<file path="config.mk">
export PLATFORM = sky130hd
export DESIGN_NAME = measure_sweep_ctrl_flat
export DESIGN_NICKNAME = d
export VERILOG_FILES = /design/src/rtl/measure_sweep_ctrl_if.sv /design/src/rtl/measure_sweep_ctrl.sv /design/src/flat_wrapper.sv
export SDC_FILE = /design/constraint.sdc
export NUM_CORES = 1
export LEC_CHECK = 0
export CORE_UTILIZATION = 60
export CTS_CLUSTER_SIZE = 25
export DETAILED_ROUTE_END_ITERATION = 12
export HOLD_SLACK_MARGIN = 0.06
export PLACE_DENSITY = 0.77
export SLEW_MARGIN = 15
export SYNTH_ARGS = -nofsm -noshare
export SYNTH_HDL_FRONTEND = slang
export SYNTH_SLANG_ARGS = --single-unit
</file>
<file path="constraint.sdc">
create_clock -name wb_clk_i -period 4.4 [get_ports wb_clk_i]
set_input_delay 0.66 -clock wb_clk_i [delete_from_list [all_inputs] [get_ports wb_clk_i]]
set_output_delay 0.66 -clock wb_clk_i [all_outputs]
set_load 0.01 [all_outputs]
</file>
<file path="src/rtl/measure_sweep_ctrl_if.sv">
// -----------------------------------------------------------------------------
// measure_sweep_ctrl_if
// Wishbone slave bundle for the delay-sweep measurement controller.
// Signals keep their slave-side names (_i = into the controller, _o = out).
//   wb_cyc_i/wb_stb_i/wb_we_i : bus cycle, strobe, write enable
//   wb_adr_i                  : byte address (only [3:2] decoded)
//   wb_dat_i / wb_dat_o       : write / read data
//   wb_sel_i                  : byte selects (full-word access only)
//   wb_ack_o                  : acknowledge, one cycle after the request
//   wb_stall_o                : never stalls
// -----------------------------------------------------------------------------
interface measure_sweep_ctrl_if;
    logic        wb_cyc_i;
    logic        wb_stb_i;
    logic        wb_we_i;
    logic [31:0] wb_adr_i;
    logic [31:0] wb_dat_i;
    logic [3:0]  wb_sel_i;
    logic [31:0] wb_dat_o;
    logic        wb_ack_o;
    logic        wb_stall_o;

    modport slave (
        input  wb_cyc_i, wb_stb_i, wb_we_i, wb_adr_i, wb_dat_i, wb_sel_i,
        output wb_dat_o, wb_ack_o, wb_stall_o
    );

    modport master (
        output wb_cyc_i, wb_stb_i, wb_we_i, wb_adr_i, wb_dat_i, wb_sel_i,
        input  wb_dat_o, wb_ack_o, wb_stall_o
    );
endinterface

</file>
<file path="src/rtl/measure_sweep_ctrl.sv">
// -----------------------------------------------------------------------------
// measure_sweep_ctrl
// Sweeps a delay code from start_code to stop_code in increments of step.
// At every code it waits for the delay lines to settle, fires `shots` strobes,
// counts comparator hits and pushes {code, hits} into a result FIFO that the
// host drains through the RESULT register.
// Ports:
//   wb_clk_i, wb_rst_i : clock, synchronous active-high reset
//   wb                 : Wishbone slave (CTRL / RANGE / CFG / RESULT)
//   delay_code_o       : code driven onto both delay lines
//   stb_req_o          : one-cycle request to the strobe generator
//   stb_done_i, cmp_i  : strobe completion pulse and comparator result
//   busy_o, irq_o      : sweep running; DONE/ERR interrupt (level)
// -----------------------------------------------------------------------------
module measure_sweep_ctrl #(
    parameter int CODE_W        = 10,
    parameter int CNT_W         = 16,
    parameter int FIFO_DEPTH    = 16,
    parameter int SETTLE_CYCLES = 8,
    parameter int STB_TIMEOUT   = 1024
) (
    input  logic                 wb_clk_i,
    input  logic                 wb_rst_i,
    measure_sweep_ctrl_if.slave  wb,
    output logic [CODE_W-1:0]    delay_code_o,
    output logic                 stb_req_o,
    input  logic                 stb_done_i,
    input  logic                 cmp_i,
    output logic                 busy_o,
    output logic                 irq_o
);

    typedef enum logic [2:0] {
        S_IDLE, S_SETTLE, S_FIRE, S_WAIT, S_STORE, S_NEXT
    } state_t;

    localparam int AW   = $clog2(FIFO_DEPTH);
    localparam int SW   = $clog2(SETTLE_CYCLES + 1);
    localparam int TW   = $clog2(STB_TIMEOUT + 1);
    localparam int EW   = CODE_W + CNT_W;
    // Wide enough for code+step without losing the carry.
    localparam int SUMW = ((CODE_W > 8) ? CODE_W : 8) + 1;

    localparam logic [SW-1:0] SETTLE_LAST = SW'(SETTLE_CYCLES - 1);
    localparam logic [TW-1:0] TO_LAST     = TW'(STB_TIMEOUT - 1);
    localparam logic [AW:0]   DEPTH_C     = (AW + 1)'(FIFO_DEPTH);

    state_t state_q, state_d;

    // ---------------- bus decode ----------------
    logic       acc, wr_acc, rd_acc;
    logic [1:0] reg_sel;
    logic       wr_ctrl, start_req, abort_req, clr_req;

    assign acc       = wb.wb_cyc_i & wb.wb_stb_i;
    assign wr_acc    = acc & wb.wb_we_i;
    assign rd_acc    = acc & ~wb.wb_we_i;
    assign reg_sel   = wb.wb_adr_i[3:2];
    assign wr_ctrl   = wr_acc && (reg_sel == 2'd0);
    assign start_req = wr_ctrl & wb.wb_dat_i[0];
    assign abort_req = wr_ctrl & wb.wb_dat_i[1];
    assign clr_req   = wr_ctrl & wb.wb_dat_i[2];

    // Byte selects and upper address bits are intentionally not decoded.
    logic unused_ok;
    assign unused_ok = ^{wb.wb_sel_i, wb.wb_adr_i, wb.wb_dat_i};

    // ---------------- registers / datapath state ----------------
    logic [CODE_W-1:0] start_code_q, stop_code_q, code_q;
    logic [CNT_W-1:0]  shots_q, shot_q, hit_q;
    logic [7:0]        step_q;
    logic              irq_en_q, done_q, err_q;
    logic [SW-1:0]     settle_q;
    logic [TW-1:0]     wait_q;

    logic [CNT_W-1:0]  shots_eff;
    logic [7:0]        step_eff;
    logic [CNT_W:0]    shot_nxt;
    logic [SUMW-1:0]   code_sum;
    logic              sum_over;

    assign shots_eff = (shots_q == '0) ? CNT_W'(1) : shots_q;
    assign step_eff  = (step_q  == '0) ? 8'd1      : step_q;
    assign shot_nxt  = {1'b0, shot_q} + (CNT_W + 1)'(1);
    assign code_sum  = SUMW'(code_q) + SUMW'(step_eff);
    assign sum_over  = code_sum > SUMW'(stop_code_q);

    // ---------------- result FIFO ----------------
    logic [EW-1:0] fifo_mem [FIFO_DEPTH];
    logic [AW-1:0] wr_ptr_q, rd_ptr_q;
    logic [AW:0]   count_q;
    logic          fifo_empty, fifo_full, push, pop;
    logic [EW-1:0] rd_entry;

    assign fifo_empty = (count_q == '0);
    assign fifo_full  = (count_q == DEPTH_C);
    assign pop        = rd_acc && (reg_sel == 2'd3) && !fifo_empty;
    assign rd_entry   = fifo_mem[rd_ptr_q];

    // ---------------- FSM next state ----------------
    logic start_ok, done_set, err_set;

    always_comb begin
        state_d  = state_q;
        start_ok = 1'b0;
        done_set = 1'b0;
        err_set  = 1'b0;
        push     = 1'b0;
        case (state_q)
            S_IDLE: begin
                if (start_req && !abort_req) begin
                    start_ok = 1'b1;
                    if (start_code_q > stop_code_q) done_set = 1'b1;
                    else                            state_d  = S_SETTLE;
                end
            end
            S_SETTLE: if (settle_q == SETTLE_LAST) state_d = S_FIRE;
            S_FIRE:   state_d = S_WAIT;
            S_WAIT: begin
                if (stb_done_i) begin
                    state_d = (shot_nxt < {1'b0, shots_eff}) ? S_FIRE : S_STORE;
                end else if (wait_q == TO_LAST) begin
                    err_set = 1'b1;
                    state_d = S_IDLE;
                end
            end
            S_STORE: begin
                // Hold here while the FIFO is full so no result is dropped.
                if (!fifo_full) begin
                    push    = 1'b1;
                    state_d = S_NEXT;
                end
            end
            S_NEXT: begin
                if (sum_over) begin
                    done_set = 1'b1;
                    state_d  = S_IDLE;
                end else begin
                    state_d  = S_SETTLE;
                end
            end
            default: state_d = S_IDLE;
        endcase
        // Abort overrides everything: no flag, no push, straight to IDLE.
        if (abort_req) begin
            state_d  = S_IDLE;
            done_set = 1'b0;
            err_set  = 1'b0;
            push     = 1'b0;
        end
    end

    always_ff @(posedge wb_clk_i) begin
        if (wb_rst_i) state_q <= S_IDLE;
        else          state_q <= state_d;
    end

    // ---------------- read mux ----------------
    logic [31:0] rdata;

    always_comb begin
        rdata = '0;
        case (reg_sel)
            2'd0: rdata[5:0] = {fifo_full, fifo_empty, irq_en_q, err_q, done_q, busy_o};
            2'd1: begin
                rdata[CODE_W-1:0]  = start_code_q;
                rdata[16+:CODE_W]  = stop_code_q;
            end
            2'd2: begin
                rdata[CNT_W-1:0]   = shots_q;
                rdata[23:16]       = step_q;
            end
            default: begin
                if (!fifo_empty) begin
                    rdata[31]         = 1'b1;
                    rdata[16+:CODE_W] = rd_entry[CNT_W+:CODE_W];
                    rdata[CNT_W-1:0]  = rd_entry[CNT_W-1:0];
                end
            end
        endcase
    end

    // ---------------- sequential datapath ----------------
    always_ff @(posedge wb_clk_i) begin
        if (wb_rst_i) begin
            wb.wb_ack_o  <= 1'b0;
            wb.wb_dat_o  <= '0;
            start_code_q <= '0;
            stop_code_q  <= '0;
            shots_q      <= '0;
            step_q       <= '0;
            irq_en_q     <= 1'b0;
            done_q       <= 1'b0;
            err_q        <= 1'b0;
            code_q       <= '0;
            settle_q     <= '0;
            wait_q       <= '0;
            shot_q       <= '0;
            hit_q        <= '0;
            wr_ptr_q     <= '0;
            rd_ptr_q     <= '0;
            count_q      <= '0;
        end else begin
            wb.wb_ack_o <= acc;
            wb.wb_dat_o <= rd_acc ? rdata : 32'd0;

            // Sweep setup is frozen while a sweep runs.
            if (wr_acc && reg_sel == 2'd1 && state_q == S_IDLE) begin
                start_code_q <= wb.wb_dat_i[CODE_W-1:0];
                stop_code_q  <= wb.wb_dat_i[16+:CODE_W];
            end
            if (wr_acc && reg_sel == 2'd2 && state_q == S_IDLE) begin
                shots_q <= wb.wb_dat_i[CNT_W-1:0];
                step_q  <= wb.wb_dat_i[23:16];
            end
            if (wr_ctrl) irq_en_q <= wb.wb_dat_i[3];

            // Clear first, set last: a flag raised this cycle wins.
            if (clr_req || start_ok) begin
                done_q <= 1'b0;
                err_q  <= 1'b0;
            end
            if (done_set) done_q <= 1'b1;
            if (err_set)  err_q  <= 1'b1;

            if (start_ok && !done_set)
                code_q <= start_code_q;
            else if (state_q == S_NEXT && !abort_req && !sum_over)
                code_q <= code_sum[CODE_W-1:0];

            settle_q <= (state_q == S_SETTLE) ? settle_q + SW'(1) : '0;
            wait_q   <= (state_q == S_WAIT)   ? wait_q + TW'(1)   : '0;

            if (state_q == S_SETTLE) begin
                shot_q <= '0;
                hit_q  <= '0;
            end else if (state_q == S_WAIT && stb_done_i) begin
                shot_q <= shot_nxt[CNT_W-1:0];
                if (cmp_i && hit_q != '1) hit_q <= hit_q + CNT_W'(1);
            end

            if (push) wr_ptr_q <= wr_ptr_q + AW'(1);
            if (pop)  rd_ptr_q <= rd_ptr_q + AW'(1);
            case ({push, pop})
                2'b10:   count_q <= count_q + (AW + 1)'(1);
                2'b01:   count_q <= count_q - (AW + 1)'(1);
                default: count_q <= count_q;
            endcase
        end
    end

    always_ff @(posedge wb_clk_i) begin
        if (push && !wb_rst_i) fifo_mem[wr_ptr_q] <= {code_q, hit_q};
    end

    assign wb.wb_stall_o = 1'b0;
    assign delay_code_o  = code_q;
    assign stb_req_o     = (state_q == S_FIRE);
    assign busy_o        = (state_q != S_IDLE);
    assign irq_o         = irq_en_q & (done_q | err_q);

endmodule

</file>
<file path="src/flat_wrapper.sv">
// flat-port wrapper written by rule: the top's interface ports become plain ports
module measure_sweep_ctrl_flat 
#(
    parameter int CODE_W        = 10,
    parameter int CNT_W         = 16,
    parameter int FIFO_DEPTH    = 16,
    parameter int SETTLE_CYCLES = 8,
    parameter int STB_TIMEOUT   = 1024
)
  (wb_clk_i, wb_rst_i, delay_code_o, stb_req_o, stb_done_i, cmp_i, busy_o, irq_o, wb_wb_cyc_i, wb_wb_stb_i, wb_wb_we_i, wb_wb_adr_i, wb_wb_dat_i, wb_wb_sel_i, wb_wb_dat_o, wb_wb_ack_o, wb_wb_stall_o);
  measure_sweep_ctrl_if wb_i ();
  input  logic wb_clk_i;
  input  logic wb_rst_i;
  output logic [CODE_W-1:0] delay_code_o;
  output logic stb_req_o;
  input  logic stb_done_i;
  input  logic cmp_i;
  output logic busy_o;
  output logic irq_o;
  input wire logic [$bits(wb_i.wb_cyc_i)-1:0] wb_wb_cyc_i;
  input wire logic [$bits(wb_i.wb_stb_i)-1:0] wb_wb_stb_i;
  input wire logic [$bits(wb_i.wb_we_i)-1:0] wb_wb_we_i;
  input wire logic [$bits(wb_i.wb_adr_i)-1:0] wb_wb_adr_i;
  input wire logic [$bits(wb_i.wb_dat_i)-1:0] wb_wb_dat_i;
  input wire logic [$bits(wb_i.wb_sel_i)-1:0] wb_wb_sel_i;
  output wire logic [$bits(wb_i.wb_dat_o)-1:0] wb_wb_dat_o;
  output wire logic [$bits(wb_i.wb_ack_o)-1:0] wb_wb_ack_o;
  output wire logic [$bits(wb_i.wb_stall_o)-1:0] wb_wb_stall_o;
  assign wb_i.wb_cyc_i = wb_wb_cyc_i;
  assign wb_i.wb_stb_i = wb_wb_stb_i;
  assign wb_i.wb_we_i = wb_wb_we_i;
  assign wb_i.wb_adr_i = wb_wb_adr_i;
  assign wb_i.wb_dat_i = wb_wb_dat_i;
  assign wb_i.wb_sel_i = wb_wb_sel_i;
  assign wb_wb_dat_o = wb_i.wb_dat_o;
  assign wb_wb_ack_o = wb_i.wb_ack_o;
  assign wb_wb_stall_o = wb_i.wb_stall_o;
  measure_sweep_ctrl #(.CODE_W(CODE_W), .CNT_W(CNT_W), .FIFO_DEPTH(FIFO_DEPTH), .SETTLE_CYCLES(SETTLE_CYCLES), .STB_TIMEOUT(STB_TIMEOUT)) u_core (.wb_clk_i(wb_clk_i), .wb_rst_i(wb_rst_i), .wb(wb_i), .delay_code_o(delay_code_o), .stb_req_o(stb_req_o), .stb_done_i(stb_done_i), .cmp_i(cmp_i), .busy_o(busy_o), .irq_o(irq_o));
endmodule
</file>
==> results.md <==
| Item | This run | Unit |
| --- | --- | --- |
| Run status | finished, final reports clean | - |
| Synth Warn # | 0 | - |
| Number of global-route vias before repair | 14004 | - |
| Largest family of logic cells by synthesized area | multiplexers | - |
| Final count of hold timing violations | 0 | - |
| CTS clock-pin slew for the worst setup and hold paths | 0.06 | ns |
| Xor and xnor area share after synthesis | 2.45 | % |
| Count of pins on the block boundary | 122 | - |
| Proportion of layout cells with a drive suffix above 1 | 16.6 | % |
| Share of the yosys chip area belonging to registers | 65.8 | % |
| Number of register bits inferred by synthesis | 568 | - |
| Max IR drop VDD | 391 | µV |
| ANT nets after route | 0 | - |
| # setup viols final | 0 | - |
| Basic-gate share of the synthesized area counting and, or, nand and nor cells | 7.69 | % |
| Total die area | 40100 | µm² |
| Setup repair after global routing missed its margin | no | - |
| Initial Util | 60.9 | % |
| Sequential cell area | 15500 | µm² |
| Wire length of the first global-routing pass | 83300 | µm |
| Maximum buffer depth of the clock tree | 3 | - |
| Critical path type | reg -> reg | - |
| Aggregate global routing overflow | 0 | - |
| Number of max-cap violations | 0 | - |
| Number of nets in the finished design | 1832 | - |
| EDFF count, synth | 416 | - |
| Slew at the pin closest to its max-slew limit | 1.11 | ns |
| Path category of the worst min-delay check | in -> reg | - |
| Count of buffers from port buffering | 75 | - |
| Vias | 14084 | - |
| Top cell type by total area after synthesis | edfxtp_1 | - |
| Power after layout | 10.5 | mW |
| Clock tree from TritonCTS | yes | - |
| Number of distinct standard cells referenced by the synthesized netlist | 60 | - |
| Adder-cell share of the synthesized area | 3.40 | % |
| Post-synthesis mux area share | 12.2 | % |
| Cell count after synthesis | 1595 | - |
| WP data required | 4.86 | ns |
| Source-to-sink clock delay at the later pin of the worst-skew pair | 0.61 | ns |
| Wire per inst | 24.2 | µm |
| First-pass iteration count of the detailed router | 7 | - |
| Total routed wirelength | 54700 | µm |
| Max Slew Vio Count | 0 | - |
| Arrival time of data at the critical path endpoint | 4.62 | ns |
| Synth top area share | 52.9 | % |
| Crit-path max cell delay | 0.41 | ns |
| Critical-path top delay cell | fa_1 | - |
| Crit end category | flop | - |
| Relative area change from synthesis to final layout | 14.5 | % |
| Clk_skew | 0.0224 | ns |
| Critical Path Fanout Max | 6 | - |
| Number of fill cells | 2404 | - |
| Post-route DRC violation count | 0 | - |
| First-iteration detailed-routing DRC count | 1515 | - |
| Largest net degree at the start of global routing | 62 | - |
| Number of cell rows | 72 | - |
| Total standard cell area after synthesis | 23600 | µm² |
| Die X | 200 | µm |
| Global Route Usage Sum | 27.6 | % |
| Synth Flop Type | edfxtp_1 | - |
| Total Neg Setup Slack | 0 | ns |
| Detailed placement HPWL | 33400 | µm |
| Mean post-synth cell area | 14.8 | µm² |
| Fraction of registers with async set or reset after synthesis | 0 | % |
| Crit-path most repeated cell | a21o_1 | - |
| Ant. Diodes | 0 | - |
| Max Fclk | 241 | MHz |
| Clock sink count | 568 | - |
| Area of the multi-input gates | 7580 | µm² |
| Power density cells | 389 | nW/µm² |
| Final Critical Period | 4.16 | ns |
| Core area | 38700 | µm² |
| Tcrit/Tclk final | 94.5 | % |
| Y dimension of the die | 200 | µm |
| Avg Vias per Cell | 6.24 | - |
| Crit path cell chain | nor3_1 > a21o_1 > ha_1 > fa_1 > a21o_1 > a21oi_1 > o21bai_1 > a21oi_1 > xnor2_1 > ha_1 > a21o_1 > a21o_1 > a211o_1 > a32oi_2 > and2_4 > mux2i_1 > a211oi_1 | - |
| GP Congestion | 0.918 | - |
| Leak | 9.05 | nW |
| Library cell used as clock root buffer | clkbuf_16 | - |
| Worst max-slew margin expressed relative to the limit | 26.0 | % |
| Antenna violations before repair | 1 | - |
| Worst setup SP type | flop | - |
| Share of the synthesized area in compound gates (AO/OA/AOI/OAI) | 5.71 | % |
| Area contributors post-synth | edfxtp_1 (53%), dfxtp_1 (13%), mux4_2 (11%) | - |
| CTS Buf Count | 54 | - |
| # H-tree levels | 2 | - |
[cell usage in the layout (no fill, tap or decap), types with 4 or more instances in the layout]
cell / instances
a211oi_1: 21
a21o_1: 10
a21oi_1: 103
a222oi_1: 17
a22oi_1: 9
and3_1: 6
and4_1: 4
buf_12: 9
buf_4: 48
bufinv_16: 6
clkbuf_1: 8
clkbuf_16: 54
clkdlybuf4s50_1: 74
clkinv_1: 13
clkinv_2: 10
clkinvlp_4: 4
conb_1: 6
dfxtp_1: 147
edfxtp_1: 416
ha_1: 61
inv_1: 48
mux2i_1: 26
mux4_2: 116
nand2_1: 141
nand2b_1: 9
nand3_1: 25
nand4_1: 19
nor2_1: 120
nor2_4: 16
nor2b_1: 21
nor3_1: 8
nor4_1: 7
o21ai_0: 20
o22ai_1: 4
or3_1: 12
xnor2_1: 22
xor2_1: 44
[final timing paths]
| kind | from | endpoint | slack (ns) | depth (start not counted) |
|---|---|---|---|---|
| max | u_core.step_q[2] | u_core.delay_code_o[4] | 0.24 | 17 |
| min | wb_rst_i | u_core.wr_ptr_q[2] | 0.43 | 2 |
| max reg2reg | u_core.step_q[2] | u_core.delay_code_o[4] | 0.24 | 17 |
| min reg2reg | u_core.settle_q[0] | u_core.settle_q[0] | 0.46 | 1 |
[sequential cells by signal (all words and copies together) (netlist names), named ones only]
name,flops
u_core.fifo_mem,416
u_core.hit_q,16
u_core.step_q,8
u_core.state_q,3
u_core.wait_q,11
u_core.shots_q,16
u_core.settle_q,4
u_core.err_q,1
u_core.done_q,1
u_core.wr_ptr_q,4
u_core.wb.wb_ack_o,1
u_core.shot_q,16
u_core.wb.wb_dat_o,27
u_core.count_q,5
u_core.start_code_q,10
u_core.stop_code_q,10
u_core.delay_code_o,10
u_core.irq_en_q,1
u_core.rd_ptr_q,4
[power breakdown]
group | total [mW] | internal [mW] | leakage, nW | switching, mW
Clock | 4.66 | 2.66 | 0.864 | 2.00
Combinational | 0.162 | 0.0640 | 2.99 | 0.0980
Sequential | 5.68 | 5.67 | 5.20 | 0.00848
[metal layers]
metal  wire length (µm)  GRT usage [%]  share of wire [%]
met1              22200           38.9                 41
met2              26300           44.3                 48
met3               4590           4.56                8.4
met4               1620           9.46                3.0
met5                 13              0              0.024
[per-stage QoR]
stage / instance area [µm²] / cells / setup WS [ns] / hold slack (ns) / util [%]
2_1_floorplan: 23600 / 1600 / 0.628 / 0.418 / -
3_3_place_gp: 25200 / 2155 / 0.372 / 0.425 / 65.1
3_5_place_dp: 25200 / 2155 / 0.247 / 0.457 / 65.1
4_1_cts: 27000 / 2256 / 0.225 / 0.416 / 69.7
5_1_grt: 27000 / 2257 / 0.0594 / 0.427 / 69.8
6_report: 27000 / 2257 / 0.243 / 0.434 / 69.8
[cells by family after synthesis]
family	Yosys count
AO/OA/AOI/OAI	210
other	1
flip-flops	568
buffers and inverters	143
XOR/XNOR	66
multiplexers	142
adder cells (fa/ha/maj)	63
AND/OR/NAND/NOR	402
[cell type report]
cell class	count	area share, %
clock buffer	65	5.24
clock inverter	36	1.36
inverter	48	0.667
multi-input combinational	890	28.0
sequential	568	57.5
tap	518	2.40
timing repair buffer	132	4.76
[synth_stat cells (6+ instances only)]
cell type    n
dfxtp_1    152
a222oi_1    17
or3_1       12
mux2i_1     26
o21ai_0     21
mux4_2     116
a21oi_1    103
nor2b_1     22
inv_1       48
a22oi_1      9
xnor2_1     22
buf_4       15
clkbuf_1    62
and3_1       6
nand4_1     19
ha_1        61
edfxtp_1   416
a21o_1      10
nand3_1     25
nor4_1       7
xor2_1      44
nand2_1    141
buf_2        9
a211oi_1    21
nor3_1       8
nor2_1     136
nand2b_1     9
[critical path, delay by kind of cell, from the launching register on]
family	cells	cell delay (ns)
AOI/OAI and AO/OA	10	1.95
xor gates and xnor gates	1	0.17
adders and majority gates	3	0.90
DFF	1	0.39
muxes	1	0.21
and+or+nand+nor	2	0.39
[what timing repair did]
action | 4_1_cts | 5_1_grt
setup buffers | 0 | 0
endpoints found under the setup margin | 0 | 3
resized for setup | 0 | 1
hold buffers | 0 | 0
endpoints found under the hold margin | 0 | 0
Power figures use the tool's default switching activity.
